### src/rtl/uart_pkg.sv
// Shared UART definitions: transmit state encoding and line levels, common to
// the transmit and receive paths.
package uart_pkg;

    typedef enum logic [1:0] {
        IDLE  = 2'd0,
        START = 2'd1,
        DATA  = 2'd2,
        STOP  = 2'd3
    } tx_state_t;

    localparam logic UART_START_BIT = 1'b0;
    localparam logic UART_STOP_BIT  = 1'b1;
    localparam logic UART_IDLE      = 1'b1;
    localparam int   UART_DATA_BITS = 8;

endpackage

### src/rtl/uart_word_tx_if.sv
// Word-side handshake between a producer (master) and the word transmitter (slave).
interface uart_word_tx_if #(
    parameter int WORD_W = 32
);
    // A transfer happens on the rising edge where word_valid && word_ready are
    // both high; the producer holds word_valid and word_data stable until then,
    // and word_ready never depends on word_valid.
    logic              word_valid;
    logic [WORD_W-1:0] word_data;
    logic              word_ready;

    modport master (output word_valid, output word_data, input word_ready);
    modport slave  (input word_valid, input word_data, output word_ready);

endinterface

### src/rtl/uart_tx_byte.sv
// 8N1 byte framer: start bit, eight data bits LSB first, stop bit, with a
// baud counter; tx is registered and lags the state register by one cycle.
module uart_tx_byte
    import uart_pkg::*;
#(
    parameter int CLKS_PER_BIT = 87
) (
    input  logic       clk,
    input  logic       reset,
    input  logic       byte_valid,
    input  logic [7:0] byte_data,
    output logic       byte_ready,
    output logic       tx,
    output tx_state_t  state
);

    localparam int            CW       = $clog2(CLKS_PER_BIT);
    localparam logic [CW-1:0] CNT_LAST = CW'(CLKS_PER_BIT - 1);
    localparam logic [2:0]    BIT_LAST = 3'(UART_DATA_BITS - 1);

    tx_state_t     state_n;
    logic [CW-1:0] baud_cnt, baud_n;
    logic [2:0]    bit_idx, bit_n;
    logic [7:0]    data_q, data_n;
    logic          tx_n;
    logic          baud_end;

    assign baud_end = (baud_cnt == CNT_LAST);

    always_ff @(posedge clk) begin
        if (reset) begin
            state    <= IDLE;
            baud_cnt <= '0;
            bit_idx  <= '0;
            data_q   <= '0;
            tx       <= UART_IDLE;
        end else begin
            state    <= state_n;
            baud_cnt <= baud_n;
            bit_idx  <= bit_n;
            data_q   <= data_n;
            tx       <= tx_n;
        end
    end

    always_comb begin
        state_n    = state;
        baud_n     = baud_cnt;
        bit_n      = bit_idx;
        data_n     = data_q;
        tx_n       = UART_IDLE;
        byte_ready = 1'b0;
        case (state)
            IDLE: begin
                byte_ready = 1'b1;
                if (byte_valid) begin
                    state_n = START;
                    baud_n  = '0;
                    data_n  = byte_data;
                end
            end
            START: begin
                tx_n = UART_START_BIT;
                if (baud_end) begin
                    state_n = DATA;
                    baud_n  = '0;
                    bit_n   = '0;
                end else begin
                    baud_n = baud_cnt + CW'(1);
                end
            end
            DATA: begin
                tx_n = data_q[bit_idx];
                if (baud_end) begin
                    baud_n = '0;
                    if (bit_idx == BIT_LAST) begin
                        state_n = STOP;
                    end else begin
                        bit_n = bit_idx + 3'd1;
                    end
                end else begin
                    baud_n = baud_cnt + CW'(1);
                end
            end
            STOP: begin
                tx_n = UART_STOP_BIT;
                // Ready in the final stop-bit cycle so the next byte follows with no gap.
                if (baud_end) begin
                    byte_ready = 1'b1;
                    baud_n     = '0;
                    if (byte_valid) begin
                        state_n = START;
                        data_n  = byte_data;
                    end else begin
                        state_n = IDLE;
                    end
                end else begin
                    baud_n = baud_cnt + CW'(1);
                end
            end
            default: state_n = IDLE;
        endcase
    end

endmodule

### src/rtl/uart_word_tx.sv
// Word transmitter: accepts a word on the ready/valid handshake and sends it
// as BYTES_PER_WORD back-to-back 8N1 frames, least-significant byte first.
module uart_word_tx
    import uart_pkg::*;
#(
    parameter int CLKS_PER_BIT   = 87,
    parameter int BYTES_PER_WORD = 4
) (
    input  logic         clk,
    input  logic         reset,
    uart_word_tx_if.slave word,
    output logic         uart_tx,
    output logic         busy
);

    localparam int            WORD_W   = 8 * BYTES_PER_WORD;
    localparam int            IW       = (BYTES_PER_WORD > 1) ? $clog2(BYTES_PER_WORD) : 1;
    localparam logic [IW-1:0] IDX_LAST = IW'(BYTES_PER_WORD - 1);

    if (CLKS_PER_BIT < 2) begin : g_cpb_check
        $error("uart_word_tx: CLKS_PER_BIT must be at least 2");
    end

    tx_state_t         byte_state;
    logic              byte_valid;
    logic              byte_ready;
    logic [7:0]        byte_data;
    logic              hs;
    logic              last_byte;
    logic              stop_end;
    // Bytes still to be sent; the next one always sits in [7:0].
    logic [WORD_W-1:0] pending;
    logic [IW-1:0]     byte_idx;

    assign word.word_ready = (byte_state == IDLE);
    assign busy            = (byte_state != IDLE);
    assign hs              = word.word_valid && word.word_ready;
    assign last_byte       = (byte_idx == IDX_LAST);
    assign stop_end        = byte_ready && (byte_state == STOP);
    assign byte_valid      = hs || (busy && !last_byte);
    assign byte_data       = hs ? word.word_data[7:0] : pending[7:0];

    always_ff @(posedge clk) begin
        if (reset) begin
            pending  <= '0;
            byte_idx <= '0;
        end else if (hs) begin
            pending  <= word.word_data >> 8;
            byte_idx <= '0;
        end else if (stop_end && !last_byte) begin
            pending  <= pending >> 8;
            byte_idx <= byte_idx + IW'(1);
        end
    end

    uart_tx_byte #(
        .CLKS_PER_BIT(CLKS_PER_BIT)
    ) u_tx_byte (
        .clk       (clk),
        .reset     (reset),
        .byte_valid(byte_valid),
        .byte_data (byte_data),
        .byte_ready(byte_ready),
        .tx        (uart_tx),
        .state     (byte_state)
    );

endmodule
### src/flat_wrapper.sv
// flat-port wrapper written by rule: the top's interface ports become plain ports
module uart_word_tx_flat import uart_pkg::*;
#(
    parameter int CLKS_PER_BIT   = 87,
    parameter int BYTES_PER_WORD = 4
)
  (clk, reset, uart_tx, busy, word_word_valid, word_word_data, word_word_ready);
  uart_word_tx_if word_i ();
  input  logic clk;
  input  logic reset;
  output logic uart_tx;
  output logic busy;
  input wire logic [$bits(word_i.word_valid)-1:0] word_word_valid;
  input wire logic [$bits(word_i.word_data)-1:0] word_word_data;
  output wire logic [$bits(word_i.word_ready)-1:0] word_word_ready;
  assign word_i.word_valid = word_word_valid;
  assign word_i.word_data = word_word_data;
  assign word_word_ready = word_i.word_ready;
  uart_word_tx #(.CLKS_PER_BIT(CLKS_PER_BIT), .BYTES_PER_WORD(BYTES_PER_WORD)) u_core (.clk(clk), .reset(reset), .word(word_i), .uart_tx(uart_tx), .busy(busy));
endmodule
### config.mk
export PLATFORM = sky130hd
export DESIGN_NAME = uart_word_tx_flat
export DESIGN_NICKNAME = d
export VERILOG_FILES = /design/src/rtl/uart_pkg.sv /design/src/rtl/uart_word_tx_if.sv /design/src/rtl/uart_tx_byte.sv /design/src/rtl/uart_word_tx.sv /design/src/flat_wrapper.sv
export SDC_FILE = /design/constraint.sdc
export NUM_CORES = 1
export LEC_CHECK = 0
export ABC_AREA = 0
export CAP_MARGIN = 20
export CORE_UTILIZATION = 30
export CTS_CLUSTER_DIAMETER = 200
export DETAILED_ROUTE_END_ITERATION = 10
export MAX_ROUTING_LAYER = met4
export PLACE_DENSITY = 0.53
export SYNTH_ARGS = -nofsm -noshare
export SYNTH_HDL_FRONTEND = slang
export SYNTH_SLANG_ARGS = --single-unit
### constraint.sdc
create_clock -name clk -period 2 [get_ports clk]
set_input_delay 0.4 -clock clk [delete_from_list [all_inputs] [get_ports clk]]
set_output_delay 0.4 -clock clk [all_outputs]
set_load 0.1 [all_outputs]
==> flow_summary.toml, run 1 <==
[global_route]
grt_pass1_wl_mm = 10.9
grt_usage = 0.161
grt_pass1_vias = 2272
grt_max_degree = 36
antenna_found_initial = 0
grt_overflow_total = 0

[layout]
fin_cells = 440
n_antenna_cell = 0
layout_commonest_cell = "dfxtp_1"
syn_to_final_growth_pct = 29.4
fill_cells = 814
final_cell_mix = "dfxtp_1, o21ai_0, clkdlybuf4s50_1"
drive_gt1_frac = 0.127
fin_nets = 382
post-route-util = 0.404

[placement]
dpl.hpwl_mm = 4.50
gp_congestion = 0.818
placed_cells = 432
port_buffers = 37

[routing]
met3_wirelength_um = 195
drc_errors = 0
drt-met1-wl_mm = 3.12
first_pass_iters = 4
routed-via-count = 2288
wl_mm = 6.12
first_iter_violations = 127
met2_length_mm = 2.77
wire_per_inst_um = 13.9
top_layer = "met4"
vias_per_cell = 5.20
antenna_left = 0

[synthesis]
ys_warn_count = 0
yosysSeqAreaShare = 0.388
ys.flop_type = "dfxtp_1"
synthCells = 296
synth-seq-cells = 47
synth.distinct_cells = 48
syn-num-nets = 341
yosysTopAreaCell = "dfxtp_1"
synthTopCellsByArea = "dfxtp_1, o21ai_0, ha_1"
synth_edf_count = 0
synth_top_cell_area_share = 0.388
async_flop_share = 0
syn_area_um2 = 2420
avgSynthCellArea_um2 = 8.19

[clock_tree]
cts.reportedPaths.clkPinSlew_ns = 0.09
h-tree-depth = 2
clk_path_buf_depth = 2
clk_latency_ns = 0.29
post_cts_buffers = 0
cts_buffers = 5
cts_tree = "built"
hold_buffers = 0
clock_sinks = 47
cts_repair_resize_count = 0
root_buffer = "clkbuf_8"

[power]
seq_power_share = 0.310
power_density_nw_per_um2 = 1340
power_frac_comb = 0.494
ir_worst_vdd_mv = 0.417
switchingPower_w = 0.00169
netSwitchingFraction = 0.404
power_w = 0.00419
p_int_w = 0.00250
p_leak_nw = 1.12
clkPwrFrac = 0.196

[run]
cap_violations = 0

[worst_setup_path]
cp.arrival_ns = 2.01
cp_max_fo = 8
startpoint_type = "flop"
crit_path_start = "u_core.u_tx_byte.state[1]$_SDFFE_PP0P_"
critical_path_class = "reg2reg"
r2r_start = "u_core.u_tx_byte.state[1]$_SDFFE_PP0P_"
required_ns = 2.22
r2r_cells = 5
cp-end-kind = "flop"

[sta]
worst_pin_slew_ns = 0.364
fin_crit_ns = 1.79
fin_crit_sh = 0.896
setup_viol = 0
tns_ns = 0
fin_skew_ns = 0.00644
fmax_mhz = 558
hold_ws_ns = 0.479
rsz0062_at_grt = "no"
hold_violations = 0
relSlewSlack = 0.751
slew_violations = 0

[min_path]
hold_depth = 2
hold_path_class = "reg2reg"
min-delay-start = "u_core.u_tx_byte.data_q[3]$_SDFFE_PP0P_"

[floorplan]
io_pins = 38
std_cell_rows = 32
die_w_um = 91.9
dieArea_um2 = 8450
start_util = 0.312
die_height_um = 91.9
core_area_um2 = 7770

[status]
outcome = "finished clean"
## power by group through the flow
stage | logic [W] | clock network (W) | registers [W]
floorplan | 0.00144 | 0 | 0.00134
global placement | 0.00208 | 0 | 0.00131
detailed placement | 0.00208 | 0 | 0.00132
CTS | 0.00209 | 0.000843 | 0.00130
global route | 0.00229 | 0.000876 | 0.00133
finish | 0.00207 | 0.000820 | 0.00130
## final cells by class
type	instances	area, µm²	share of cell area
Multi-Input combinational cell	218	1340	0.428
Sequential cell	47	941	0.300
Timing Repair Buffer	59	566	0.180
Tap cell	102	128	0.0407
Clock buffer	6	72.6	0.0231
Clock inverter	2	60.1	0.0191
Inverter	6	26.3	0.00838
## metal layers
| layer | global-route usage | up-vias |
|---|---|---|
| met5 | - | - |
| met4 | 0.0313 | 0 |
| met3 | 0.0274 | 2 |
| met1 | 0.220 | 1072 |
| met2 | 0.249 | 42 |
| li1 | - | 1172 |
## path summary, 6_finish.rpt
kind	end	slack [ns]
worst max-delay path	u_core.byte_idx[0]$_SDFFE_PP0P_	0.21
worst min-delay path	u_core.u_tx_byte.data_q[3]$_SDFFE_PP0P_	0.48
worst max register to register	u_core.byte_idx[0]$_SDFFE_PP0P_	0.21
worst min register to register	u_core.u_tx_byte.data_q[3]$_SDFFE_PP0P_	0.48
## flip-flops by register name (all words and copies together) (netlist names)
register and count:
u_core.u_tx_byte.tx 1, u_core.byte_idx 2, u_core.u_tx_byte.data_q 8, u_core.u_tx_byte.bit_idx 3
u_core.u_tx_byte.state 2, u_core.pending 24, u_core.u_tx_byte.baud_cnt 7
## per-stage QoR
stage               cell area [µm²]  worst slack [ns]
floorplan                      2440            0.0162
global placement               3000             0.171
detailed placement             3000             0.135
CTS                            3140             0.194
global route                   3140           0.00768
finish                         3140             0.208
## synth_stat cells (2+ instances only)
| library cell | count |
|---|---|
| nand3_1 | 22 |
| and2_1 | 2 |
| a21oi_1 | 12 |
| a2bb2oi_1 | 2 |
| nor2_1 | 23 |
| a211oi_1 | 4 |
| clkbuf_1 | 14 |
| o21ai_0 | 45 |
| nor2b_1 | 4 |
| a31oi_1 | 17 |
| buf_4 | 4 |
| a211o_1 | 8 |
| nand4_1 | 3 |
| nor4_1 | 10 |
| buf_2 | 4 |
| dfxtp_1 | 47 |
| mux4_2 | 2 |
| nand2b_1 | 3 |
| nand2_1 | 25 |
| buf_6 | 2 |
| inv_1 | 6 |
| ha_1 | 10 |
| a21o_1 | 2 |
## critical path, cell delays in order (launching register included)
cell      delay [ns]
dfxtp_1         0.42
ha_1            0.28
nor2b_1         0.23
nand2b_1        0.22
or3_1           0.36
a211oi_1        0.21
## logic make-up (layout without fill, tap and decap cells)
kind of cell             count (synthesis)  after routing  synth area share
AND/OR/NAND/NOR                        103            103             0.211
AO/OA/AOI/OAI                          101            101             0.259
flip-flops                              47             47             0.388
buffers and inverters                   31             73            0.0629
adder cells (fa/ha/maj)                 10             10            0.0516
multiplexers                             4              4            0.0273
Note: power is estimated with default switching activity, not from simulation.
==> run 2, diff against run 1 <==
--- a/config.mk
+++ b/config.mk
@@ -11,7 +11,8 @@
 export CTS_CLUSTER_DIAMETER = 200
 export DETAILED_ROUTE_END_ITERATION = 10
 export MAX_ROUTING_LAYER = met4
-export PLACE_DENSITY = 0.53
+export PLACE_DENSITY = 0.54
+export SKIP_LAST_GASP = 1
 export SYNTH_ARGS = -nofsm -noshare
 export SYNTH_HDL_FRONTEND = slang
 export SYNTH_SLANG_ARGS = --single-unit
==> run 2 against run 1 <==
  * Clock-buffer cell count fell by 1
  * Sequential cell count did not move
  * Sequential power barely moved
  * Critical path type unchanged
  * Critical path depth did not move
  * Highest routed layer unchanged
  * First-iteration DRC count rose by 21%
  * Final cell count fell by 0.68%
  * Clock skew barely moved
  * Hold slack improved by 0.00076 ns
==> flow_summary.toml, run 2 (synthesized netlist as in run 1, its figures left out) <==
[sta]
hold_ws_ns = 0.480
hold_violations = 0
worst_pin_slew_ns = 0.369
fin_crit_sh = 0.904
setup_ws_ns = 0.193
tns_ns = 0
rsz0062_at_grt = "no"
fin_skew_ns = 0.00631
setup_viol = 0
fmax_mhz = 553
relSlewSlack = 0.747
slew_violations = 0
fin_crit_ns = 1.81

[layout]
fill_cells = 817
layout_commonest_cell = "dfxtp_1"
final_area_um2 = 3100
syn_to_final_growth_pct = 27.7
n_antenna_cell = 0
largest_register_ffs = 24
reg_top3 = "u_core.pending: 24 flops, u_core.u_tx_byte.data_q: 8 flops, u_core.u_tx_byte.baud_cnt: 7 flops"
largest_register = "u_core.pending"
drive_gt1_frac = 0.122
final_cell_mix = "dfxtp_1, o21ai_0, clkdlybuf4s50_1"
fin_nets = 380
post-route-util = 0.399

[floorplan]
die_w_um = 91.9
std_cell_rows = 32
io_pins = 38
dieArea_um2 = 8450
start_util = 0.312
die_height_um = 91.9
core_area_um2 = 7770

[routing]
wire_per_inst_um = 13.8
vias_per_cell = 5.17
first_pass_iters = 4
antenna_left = 0
drc_errors = 0
routed-via-count = 2261
wl_mm = 6.04
first_iter_violations = 154

[clock_tree]
h-tree-depth = 2
clock_sinks = 47
clk_path_buf_depth = 2
cts_repair_resize_count = 0
cts_tree = "built"
hold_buffers = 0
cts_buffers = 5
root_buffer = "clkbuf_8"
clk_latency_ns = 0.30
post_cts_buffers = 0
cts.reportedPaths.clkPinSlew_ns = 0.09

[placement]
gp_congestion = 0.794
port_buffers = 37
dp_slack_ns = 0.0675
place_area_um2 = 2990
dpl.hpwl_mm = 4.31

[worst_setup_path]
crit_path_cell_trace = "ha_1, nor2b_1, nand2b_1, or3_1, a211oi_1"
startpoint_type = "flop"
critical_path_class = "reg2reg"
cp.arrival_ns = 2.02
required_ns = 2.21
cp_slowest_cell = "dfxtp_1"
max_stage_delay_ns = 0.41
cp_max_fo = 10
cp-end-kind = "flop"

[status]
outcome = "finished clean"

[power]
switchingPower_w = 0.00169
seq_power_share = 0.321
p_int_w = 0.00236
power_density_nw_per_um2 = 1310
netSwitchingFraction = 0.418
ir_worst_vdd_mv = 0.558
p_leak_nw = 1.09
power_frac_comb = 0.508
clkPwrFrac = 0.171

[global_route]
grt_max_degree = 49
grt_pass1_wl_mm = 10.4
grt_pass1_vias = 2093
grt_usage = 0.156
grt_overflow_total = 0
antenna_found_initial = 0

[min_path]
hold_path_class = "reg2reg"

[run]
cap_violations = 0
run 2: cell type report:
type	count	area, µm²	area share
inverters	6	26.3	0.00849
well taps	102	128	0.0412
repair buffers	57	551	0.178
clock buffers	5	68.8	0.0222
multi-input cells	218	1340	0.434
clock inverters	2	37.5	0.0121
flip-flops and latches	47	941	0.304
run 2: power groups by stage:
stage	clock network [W]	registers (W)	logic, W
3_3_place_gp	0	0.00132	0.00206
3_5_place_dp	0	0.00132	0.00207
4_1_cts	0.000714	0.00130	0.00208
2_1_floorplan	0	0.00134	0.00144
6_report	0.000693	0.00130	0.00206
5_1_grt	0.000752	0.00134	0.00227
run 2: metrics by stage:
step | std cells | power, W
6_report | 437 | 0.00405
5_1_grt | 437 | 0.00435
4_1_cts | 437 | 0.00409
3_5_place_dp | 430 | 0.00339
3_3_place_gp | 430 | 0.00338
2_1_floorplan | 296 | 0.00278
run 2: final timing paths:
| path | from | to | slack (ns) | cells past startpoint |
|---|---|---|---|---|
| hold reg to reg | u_core.u_tx_byte.data_q[4]$_SDFFE_PP0P_ | u_core.u_tx_byte.data_q[4]$_SDFFE_PP0P_ | 0.48 | 2 |
| setup / recovery | u_core.u_tx_byte.state[1]$_SDFFE_PP0P_ | u_core.byte_idx[0]$_SDFFE_PP0P_ | 0.19 | 5 |
| setup reg to reg | u_core.u_tx_byte.state[1]$_SDFFE_PP0P_ | u_core.byte_idx[0]$_SDFFE_PP0P_ | 0.19 | 5 |
| hold / removal | u_core.u_tx_byte.data_q[4]$_SDFFE_PP0P_ | u_core.u_tx_byte.data_q[4]$_SDFFE_PP0P_ | 0.48 | 2 |
run 2: worst max-delay path: cells and delay by family, from the launching register on:
| family | cells | cell delay [ns] |
|---|---|---|
| AO/OA/AOI/OAI | 1 | 0.23 |
| AND/OR/NAND/NOR | 3 | 0.83 |
| adder cells (fa/ha/maj) | 1 | 0.25 |
| flip-flops | 1 | 0.41 |
run 2: per-layer routing:
metal  track usage  vias to the layer above  wire length, µm
li1              -                     1163                -
met1         0.216                     1044             3020
met2         0.234                       47             2770
met3        0.0307                        7              192
met4        0.0391                        0               54
met5             -                        -                0
